--- src/rtl/t_toggle_seq.sv ---
// T flip-flop strobe sequencer: accepts {div, cnt} jobs and pulses t every div cycles, cnt times.
// Optional qn feedback checker enabled by defining T_SEQ_FBCHK_EN.
module t_toggle_seq #(
    parameter int DIV_W = 8,
    parameter int CNT_W = 8
) (
    input  logic             clk,
    input  logic             rst,
    input  logic             start,
    input  logic [DIV_W-1:0] div,
    input  logic [CNT_W-1:0] cnt,
    input  logic             abort,
    output logic             t,
    output logic             ready,
    output logic             busy,
    output logic             done,
    output logic [CNT_W-1:0] remaining,
    input  logic             q_fb,
    output logic             err
);

    localparam logic [1:0] S_IDLE = 2'd0;
    localparam logic [1:0] S_RUN  = 2'd1;
    localparam logic [1:0] S_DONE = 2'd2;

    logic [1:0]       state_q, state_d;
    logic [DIV_W-1:0] phase_q, phase_d;
    logic [DIV_W-1:0] div_q, div_d;
    logic [CNT_W-1:0] remaining_q, remaining_d;
    logic             t_q, t_d;
    logic [DIV_W-1:0] div_eff;
    logic             accept;

    assign div_eff = (div == '0) ? DIV_W'(1) : div;
    assign accept  = (state_q == S_IDLE) && start;

    always_comb begin
        state_d     = state_q;
        phase_d     = phase_q;
        div_d       = div_q;
        remaining_d = remaining_q;
        t_d         = 1'b0;
        case (state_q)
            S_IDLE: begin
                if (start) begin
                    div_d = div_eff;
                    if (cnt == '0) begin
                        state_d     = S_DONE;
                        phase_d     = '0;
                        remaining_d = '0;
                    end else begin
                        // The acceptance cycle counts as phase 0, so the first strobe lands div_eff cycles later.
                        state_d = S_RUN;
                        if (div_eff == DIV_W'(1)) begin
                            t_d         = 1'b1;
                            phase_d     = '0;
                            remaining_d = cnt - CNT_W'(1);
                        end else begin
                            phase_d     = DIV_W'(1);
                            remaining_d = cnt;
                        end
                    end
                end
            end
            S_RUN: begin
                if (abort) begin
                    state_d     = S_IDLE;
                    phase_d     = '0;
                    remaining_d = '0;
                end else if (remaining_q == '0) begin
                    state_d = S_DONE;
                    phase_d = '0;
                end else if (phase_q == div_q - DIV_W'(1)) begin
                    t_d         = 1'b1;
                    phase_d     = '0;
                    remaining_d = remaining_q - CNT_W'(1);
                end else begin
                    phase_d = phase_q + DIV_W'(1);
                end
            end
            S_DONE: begin
                state_d = S_IDLE;
            end
            default: begin
                state_d     = S_IDLE;
                phase_d     = '0;
                remaining_d = '0;
            end
        endcase
    end

    always_ff @(posedge clk) begin
        if (rst) begin
            state_q     <= S_IDLE;
            phase_q     <= '0;
            div_q       <= DIV_W'(1);
            remaining_q <= '0;
            t_q         <= 1'b0;
        end else begin
            state_q     <= state_d;
            phase_q     <= phase_d;
            div_q       <= div_d;
            remaining_q <= remaining_d;
            t_q         <= t_d;
        end
    end

    assign ready     = (state_q == S_IDLE);
    assign busy      = (state_q == S_RUN);
    assign done      = (state_q == S_DONE);
    assign remaining = remaining_q;
    // An abort arriving with a due strobe suppresses it in the same cycle.
    assign t         = t_q & ~(abort & busy);

`ifdef T_SEQ_FBCHK_EN
    logic q_model_q, q_model_d;
    logic chk_q;
    logic err_q;
    logic mismatch;

    always_comb begin
        q_model_d = q_model_q;
        if (accept) begin
            q_model_d = q_fb;
        end else if (t) begin
            q_model_d = ~q_model_q;
        end
    end

    // The flop's qn settles one cycle after each strobe; compare it then and make the error sticky.
    assign mismatch = chk_q && (q_fb != q_model_q);
    assign err      = err_q | mismatch;

    always_ff @(posedge clk) begin
        if (rst) begin
            q_model_q <= 1'b0;
            chk_q     <= 1'b0;
            err_q     <= 1'b0;
        end else begin
            q_model_q <= q_model_d;
            chk_q     <= t;
            err_q     <= err;
        end
    end
`else
    logic unused_fb;
    assign unused_fb = q_fb ^ accept;
    assign err       = 1'b0;
`endif

endmodule
--- config.mk ---
export PLATFORM = sky130hd
export DESIGN_NAME = t_toggle_seq
export DESIGN_NICKNAME = d
export VERILOG_FILES = /design/src/rtl/t_toggle_seq.sv
export SDC_FILE = /design/constraint.sdc
export NUM_CORES = 1
export LEC_CHECK = 0
export CORE_ASPECT_RATIO = 1.25
export CORE_MARGIN = 4
export CORE_UTILIZATION = 31
export CTS_BUF_LIST = sky130_fd_sc_hd__clkbuf_4 sky130_fd_sc_hd__clkbuf_8
export DETAILED_ROUTE_END_ITERATION = 10
export SYNTH_ARGS = -nofsm -noshare
export SYNTH_HDL_FRONTEND = slang
export SYNTH_SLANG_ARGS = --single-unit
--- constraint.sdc ---
create_clock -name clk -period 2.31 [get_ports clk]
set_input_delay 0.462 -clock clk [delete_from_list [all_inputs] [get_ports clk]]
set_output_delay 0.462 -clock clk [all_outputs]
set_load 0.01 [all_outputs]
==> metrics, run 1 <==
GPL Wtd Cong 0.858; CTS tree yes; unrepaired setup endpoints after global routing yes; nets 333; Syn Nets 269; drt pass-1 iters 4; critical path fanouts, max 5; synth top area cells dfxtp_1 27%, nor2_1 4.9%, mux2i_1 4.0%, xnor2_1 4.0%, ha_1 3.8%; DP HPWL 4.19 mm; Rel. slew slack 0.652; most frequent cell after synthesis dfxtp_1; Die ar. 0.00775 mm^2; Max VDD drop 254 uV; CTS clk-pin slew, worst paths 0.10 ns; Critical R2R Capture remaining[3]$_SDFFE_PP0P_; CORE AREA 0.00621 mm^2; crit path DAT 2.46 ns; syn_area_per_cell 8.20 um^2; Overflow after GRT 0; H-tree Lvls 1; CTS sink cnt 27; Final Setup Violations 0; setup ws final 0.0157 ns; Worst Skew 0.00241 ns; hold path depth 1; Worst setup SP type flop; Slew Viols, Final 0; period utilization 0.993; Synth Warn # 0; Ports 34; Via Count 2048; Starting Density 0.320; worst reg-to-reg path cell count 9; DR vias/cell 5.25; proportion of layout cells with a drive suffix above 1 0.269; #FFs+latches synth 27; clk root buf clkbuf_8; Synth area leader dfxtp_1; Cell Rows 32; # diodes 0; FMAX 436 MHz; ys async rst share 0; initial antenna violation count 0; DR WL/cell 14.5 um; Fillers 599; starting DRC count in detailed routing 50; Yosys cell types 60; setup slack at placement -0.274 ns; setup TNS 0 ns; MaxCap Viol Count 0; min Tclk post-route 2.29 ns; Clk Latency, worst-skew pair 0.28 ns; worst hold endpoint phase_q[6]$_SDFFE_PP0P_; post-synthesis sequential area ratio 0.272; Power per Cell Area 499 mW/mm^2; pin count of the biggest net entering global routing 22; crit path kind flop to flop; Final Hold Vio Count 0; Critical Path RT 2.47 ns; outcome completed; CP Capture Type flop; Total Wirelength 5.67 mm; vias in the first global route 1900; worst slew pin tran 0.520 ns; DRC Markers 0; worst hold path class flop to flop; Synth Flop Type dfxtp_1; share of the synthesized area in the top cell type 0.272; area growth from synthesis to layout 45.3%; PortBufs 31; Static Leakage 0.00107 uW; Post-synth EDFFs 0; Num CTS Buffers 3; global-route usage over all layers 0.139; most common library cells after synthesis 27 x dfxtp_1, 26 x nor2_1, 18 x nand2_1; Die X 79.6 um; Worst Hold Launch phase_q[6]$_SDFFE_PP0P_; RR Startpoint div_q[1]$_SDFFE_PP0P_; clock buffer depth 2; Mapped Area 0.00198 mm^2; die height 97.5 um; R2R Setup Slk 0.02 ns; first-pass GRT wire length 8.80 mm; Post-Synthesis Cells 242; antenna-violating nets left 0
[cell type report]
cell class                      count  area, um^2  area share
Timing Repair Buffer               71         622       0.216
Inverter                           11        41.3      0.0143
Clock inverter                      1        7.51     0.00260
Tap cell                           85         106      0.0369
Clock buffer                        3        41.3      0.0143
Sequential cell                    27         542       0.188
Multi-Input combinational cell    192        1520       0.528
[registers in the layout, summed over array words and instances (netlist names)]
register and flops:
remaining 8, state_q 2, phase_q 8, t_q 1, div_q 8
[power breakdown]
part	leakage, uW	internal [uW]	switching (uW)
clock	0.0000217	123	168
sequential	0.000221	498	43.0
combinational	0.000825	300	307
total	0.00107	921	518
[routing by layer]
layer / global-route usage / wire length (um) / up-vias
met3: 0.0158 / 162 / 9
met1: 0.170 / 2450 / 986
met4: 0.0463 / 100 / 0
met5: 0 / 0 / -
li1: - / - / 1019
met2: 0.248 / 2970 / 34
[metrics by stage]
step | instances | hold slack [ns] | util | total power, uW | cell area [um^2]
CTS | 386 | 0.526 | 0.433 | 1360 | 2690
detailed placement | 382 | 0.506 | 0.420 | 1050 | 2610
finish | 390 | 0.530 | 0.465 | 1440 | 2880
global route | 390 | 0.563 | 0.465 | 1530 | 2880
floorplan | 242 | 0.482 | - | 837 | 1980
global placement | 382 | 0.502 | 0.420 | 1050 | 2610
[cell usage in the layout, fill, tap and decap left out, types with 4 or more instances in the layout]
cell and count:
mux2i_1 8, clkdlybuf4s50_1 31, ha_1 5, o221ai_2 4, nor2b_1 6, nor4_1 5
inv_1 10, a21oi_1 6, nor2_1 26, nand3_1 7, xor2_1 6, nand2_1 17
buf_4 37, dfxtp_1 26, xnor2_1 9, nor3_1 10, a32oi_1 4, nor3b_1 7
o31ai_2 4
[worst max-delay path, cell delays in order, from the launching register on]
cell and delay (ns):
dfxtp_2 0.34, inv_2 0.07, ha_4 0.14, or3b_4 0.37, a211oi_2 0.19, nand4_1 0.19
buf_4 0.19, a211o_4 0.30, o31ai_2 0.24, o221ai_1 0.14
[logic make-up after synthesis]
family,synth area share
buffers and inverters,0.0567
multiplexers,0.0404
XOR/XNOR,0.0744
adder cells (fa/ha/maj),0.0378
AO/OA/AOI/OAI,0.192
flip-flops,0.272
AND/OR/NAND/NOR,0.325
other,0.00189
[worst max path at each step]
stage                                     end                  start  depth (start not counted)  slack [ns]
CTS                 remaining[7]$_SDFFE_PP0P_  div_q[0]$_SDFFE_PP1P_                         10        0.01
global placement    remaining[4]$_SDFFE_PP0P_                 div[4]                          8       -0.21
global route        remaining[7]$_SDFFE_PP0P_  div_q[1]$_SDFFE_PP0P_                         10       -0.09
finish              remaining[3]$_SDFFE_PP0P_  div_q[1]$_SDFFE_PP0P_                          9        0.02
floorplan           remaining[4]$_SDFFE_PP0P_  div_q[0]$_SDFFE_PP1P_                         10        0.08
detailed placement  remaining[4]$_SDFFE_PP0P_                 div[4]                          8       -0.27
[repair_timing]
action,CTS,global route
gates cloned,0,1
pin swaps,1,14
endpoints found under the setup margin,12,16
resized for setup,5,30
buffers inserted,0,3
hold endpoints to repair,0,0
hold buffers,0,0
Note: power is estimated with default switching activity, not from simulation.
==> run 2, diff against run 1 <==
--- a/config.mk
+++ b/config.mk
@@ -6,7 +6,7 @@
 export NUM_CORES = 1
 export LEC_CHECK = 0
 export CORE_ASPECT_RATIO = 1.25
-export CORE_MARGIN = 4
+export CORE_MARGIN = 2
 export CORE_UTILIZATION = 31
 export CTS_BUF_LIST = sky130_fd_sc_hd__clkbuf_4 sky130_fd_sc_hd__clkbuf_8
 export DETAILED_ROUTE_END_ITERATION = 10
==> run 2 against run 1 <==
Effect of this change:
- combinational power is 14% lower
- critical path type unchanged
- via count fell by 1.9%
- critical path depth unchanged
- clock skew is 0.0019 ns higher
- first-iteration DRC count grew 10%
- worst setup slack better by 0.089 ns
- critical endpoint is now phase_q[0]$_SDFFE_PP0P_
- total power down 5.6%
- sequential power hardly changed
- clock power barely moved
- worst hold slack lost 0.0098 ns
- register-to-register slack improved by 0.09 ns
- routed wire length fell by 7.1%
==> metrics, run 2 (synthesis results as in run 1) <==
H-tree Lvls 1; DR WL/cell 13.8 um; Die X 75.6 um; antenna-violating nets left 0; Ports 34; CTS clk-pin slew, worst paths 0.10 ns; first-pass GRT wire length 8.58 mm; starting DRC count in detailed routing 55; most frequent cells in the layout 32 x buf_4, 31 x clkdlybuf4s50_1, 26 x nor2_1, 26 x dfxtp_1, 18 x nand2_1; Overflow after GRT 0; DRC Markers 0; pin count of the biggest net entering global routing 22; # diodes 0; commonest non-fill, non-tap cell in the layout buf_4; nets 325; CP Capture Type flop; DP HPWL 4.08 mm; Worst Skew 0.00430 ns; PortBufs 31; crit path kind flop to flop; area growth from synthesis to layout 37.3%; Starting Density 0.322; Clk Latency, worst-skew pair 0.27 ns; Power per Cell Area 499 mW/mm^2; Finished Layout Cells 382; MaxCap Viol Count 0; CORE AREA 0.00617 mm^2; CTS tree yes; period utilization 0.955; clk root buf clkbuf_8; Critical Path RT 2.48 ns; crit path DAT 2.37 ns; Final Hold Vio Count 0; GPL Wtd Cong 0.854; DR vias/cell 5.26; CTS sink cnt 27; Die ar. 0.00706 mm^2; Num CTS Buffers 3; Placed Cells 377; outcome completed; Static Leakage 0.00102 uW; drt pass-1 iters 4; die height 93.5 um; Cell Rows 32; Slew Viols, Final 0; min Tclk post-route 2.21 ns; CTS Hold Buffers Added 0; proportion of layout cells with a drive suffix above 1 0.212; initial antenna violation count 0; clock buffer depth 2; Max VDD drop 261 uV; vias in the first global route 1926; Worst setup SP type flop; critical path fanouts, max 8; Total Wirelength 5.27 mm; setup ws final 0.105 ns; global-route usage over all layers 0.152; worst hold path class flop to flop; Final Setup Violations 0; FMAX 453 MHz; setup slack at placement -0.240 ns; Via Count 2009
[run 2: changes by cell type in the layout (fill, tap and decap cells not counted), moves of 2 or more]
cell      change
buf_4         -5
o31ai_1       +5
o31ai_2       -4
o221ai_1      +3
o221ai_2      -3
buf_6         -2
[run 2: critical path, stage by stage, from the launching register on]
cell,delay (ns)
dfxtp_2,0.34
inv_2,0.07
ha_4,0.12
or3b_4,0.37
a211oi_2,0.21
nand4_1,0.16
a211o_4,0.36
buf_6,0.15
a221oi_1,0.27
nor2_1,0.07
[run 2: area by class of cell]
class	instances	area, um^2
clock buffers	4	48.8
fillers	654	3440
inverters	11	41.3
multi-input cells	191	1420
flip-flops and latches	27	542
well taps	85	106
repair buffers	64	562
[run 2: final timing paths]
path,slack [ns],startpoint,endpoint,depth (start not counted)
worst min register to register,0.52,phase_q[7]$_SDFFE_PP0P_,phase_q[7]$_SDFFE_PP0P_,2
worst max-delay path,0.10,div_q[1]$_SDFFE_PP0P_,phase_q[0]$_SDFFE_PP0P_,9
worst min-delay path,0.52,phase_q[7]$_SDFFE_PP0P_,phase_q[7]$_SDFFE_PP0P_,2
worst max register to register,0.10,div_q[1]$_SDFFE_PP0P_,phase_q[0]$_SDFFE_PP0P_,9
[run 2: what timing repair did]
| item | 4_1_cts | 5_1_grt |
|---|---|---|
| resized for setup | 9 | 11 |
| hold endpoints to repair | 0 | 0 |
| setup buffers | 0 | 2 |
| pin swaps | 4 | 7 |
| setup endpoints to repair | 8 | 13 |
| gates cloned | 0 | 0 |
[run 2: routing by layer]
layer | vias up | global-route usage | wire [um]
li1 | 1003 | - | -
met1 | 952 | 0.196 | 2420
met2 | 44 | 0.255 | 2550
met3 | 10 | 0.0216 | 166
met4 | 0 | 0.0526 | 129
met5 | - | 0 | 0
[run 2: power by group]
part	total (uW)	internal, uW	switching [uW]	leakage [uW]
clock network	291	136	156	0.0000262
registers	544	498	45.1	0.000221
logic	524	264	260	0.000768
total	1360	898	461	0.00102
[run 2: metrics by stage]
step | hold WS (ns) | power, uW | TNS (ns) | util | instance area, um^2
global placement | 0.505 | 1040 | -1.44 | 0.417 | 2570
floorplan | 0.482 | 837 | 0 | - | 1980
CTS | 0.528 | 1360 | 0 | 0.431 | 2660
global route | 0.538 | 1440 | -0.00123 | 0.442 | 2720
finish | 0.521 | 1360 | 0 | 0.442 | 2720
detailed placement | 0.510 | 1040 | -1.81 | 0.417 | 2570
==> run 3, diff against run 2 <==
--- a/config.mk
+++ b/config.mk
@@ -5,10 +5,11 @@
 export SDC_FILE = /design/constraint.sdc
 export NUM_CORES = 1
 export LEC_CHECK = 0
+export CAP_MARGIN = 20
 export CORE_ASPECT_RATIO = 1.25
 export CORE_MARGIN = 2
 export CORE_UTILIZATION = 31
-export CTS_BUF_LIST = sky130_fd_sc_hd__clkbuf_4 sky130_fd_sc_hd__clkbuf_8
+export CTS_BUF_LIST = sky130_fd_sc_hd__clkbuf_4
 export DETAILED_ROUTE_END_ITERATION = 10
 export SYNTH_ARGS = -nofsm -noshare
 export SYNTH_HDL_FRONTEND = slang
==> run 3 against run 2 <==
Effect of this change:
- sequential power is essentially flat
- via count down 0.45%
- non-clock buffer count is the same
- critical path depth shrank 2
- cell count unchanged
- die area unchanged
- worst hold slack improved by 0.0056 ns
- first-iteration DRC count decreased by 11%
- worst setup slack better by 0.0053 ns
- fmax up 0.24%
==> metrics, run 3 (synthesis results as in run 1) <==
global-route usage over all layers 0.153; commonest non-fill, non-tap cell in the layout buf_4; worst hold path class flop to flop; CTS sink cnt 27; DRC Markers 0; max incr delay on CP 0.42 ns; most frequent cells in the layout 32 x buf_4, 31 x clkdlybuf4s50_1, 26 x nor2_1; pin count of the biggest net entering global routing 22; crit path kind flop to flop; critical path fanouts, max 8; Fillers 659; period utilization 0.952; Die ar. 0.00706 mm^2; delay-heaviest family, CP compound AO/OA/AOI/OAI gates; setup TNS 0 ns; Power per Cell Area 481 mW/mm^2; CTS Hold Buffers Added 0; CTS clk-pin slew, worst paths 0.16 ns; Die X 75.6 um; WP buf/inv 1; RR Startpoint div_q[0]$_SDFFE_PP1P_; first-pass GRT wire length 8.60 mm; area growth from synthesis to layout 35.9%; # diodes 0; Slew Viols, Final 0; min Tclk post-route 2.20 ns; area of the multi-input gates 0.00142 mm^2; crit path DAT 2.42 ns; clock buffer depth 2; Final Hold Vio Count 0; worst setup path startpoint div_q[0]$_SDFFE_PP1P_; Starting Density 0.322; DR WL/cell 13.6 um; Ports 34; DP HPWL 4.08 mm; FMAX 455 MHz; Clk Latency, worst-skew pair 0.33 ns; CTS tree yes; worst-path cell chain buf_4, or3_4, nor4_4, a311oi_2, a211o_4, o31ai_1, o221ai_1; Max VDD drop 230 uV; drt pass-1 iters 4; nets 325; die height 93.5 um; CP Capture Type flop; cell area after placement 0.00257 mm^2; Overflow after GRT 0; antenna-violating nets left 0; Static Leakage 0.00100 uW; DR vias/cell 5.24; MaxCap Viol Count 0; Total Wirelength 5.20 mm; CORE AREA 0.00617 mm^2; Worst Skew 0.00608 ns; GPL Wtd Cong 0.854; Worst setup SP type flop; Critical Path RT 2.53 ns; H-tree Lvls 1; Worst Hold Launch phase_q[7]$_SDFFE_PP0P_; Via Count 2000; Final Setup Violations 0; proportion of layout cells with a drive suffix above 1 0.209; PortBufs 31; Critical Path Slowest Stage Cell a211o_4; vias in the first global route 1936; Cell Rows 32; final instance area 0.00270 mm^2; initial antenna violation count 0; Num CTS Buffers 3; starting DRC count in detailed routing 49; clk root buf clkbuf_4; Reg area 543 um^2; outcome completed; Pwr Total 1300 uW
run 3: repair_timing:
item                       CTS  global route
cloned                       0             0
setup buffers                1             1
gates resized for setup     10             8
pin swaps                    5             2
setup endpoints to repair   10            14
run 3: worst reg2reg max path, stage by stage, from the launching register on:
cell	delay (ns)
dfxtp_1	0.34
buf_4	0.14
or3_4	0.40
nor4_4	0.26
a311oi_2	0.08
a211o_4	0.42
o31ai_1	0.29
o221ai_1	0.16
run 3: metrics by stage:
| step | instances | util | hold WS [ns] | setup slack (ns) |
|---|---|---|---|---|
| after detailed placement | 377 | 0.417 | 0.510 | -0.240 |
| after CTS | 381 | 0.429 | 0.534 | 0.0357 |
| final | 382 | 0.438 | 0.526 | 0.110 |
| after global placement | 377 | 0.417 | 0.505 | -0.206 |
| after global routing | 382 | 0.438 | 0.543 | -0.00102 |
| after floorplan | 242 | - | 0.482 | 0.0783 |
run 3: report_power, final:
group	switching, uW	internal (uW)
clock network	151	79.3
registers	45.1	499
logic	259	264
run 3: per-layer routing:
metal  wire length [um]  GRT usage
met2               2570      0.256
met5                  0          0
met4                 82     0.0556
met3                171     0.0194
met1               2380      0.197
run 3: cell type report:
cell class | count | share of cell area
clock buffers | 4 | 0.0111
inverters | 11 | 0.0153
multi-input cells | 191 | 0.525
flip-flops and latches | 27 | 0.201
well taps | 85 | 0.0394
repair buffers | 64 | 0.208
run 3: worst paths after layout:
kind	endpoint	slack (ns)	cells past startpoint
max	remaining[3]$_SDFFE_PP0P_	0.11	7
min	phase_q[7]$_SDFFE_PP0P_	0.53	2
max reg2reg	remaining[3]$_SDFFE_PP0P_	0.11	7
min reg2reg	phase_q[7]$_SDFFE_PP0P_	0.53	2
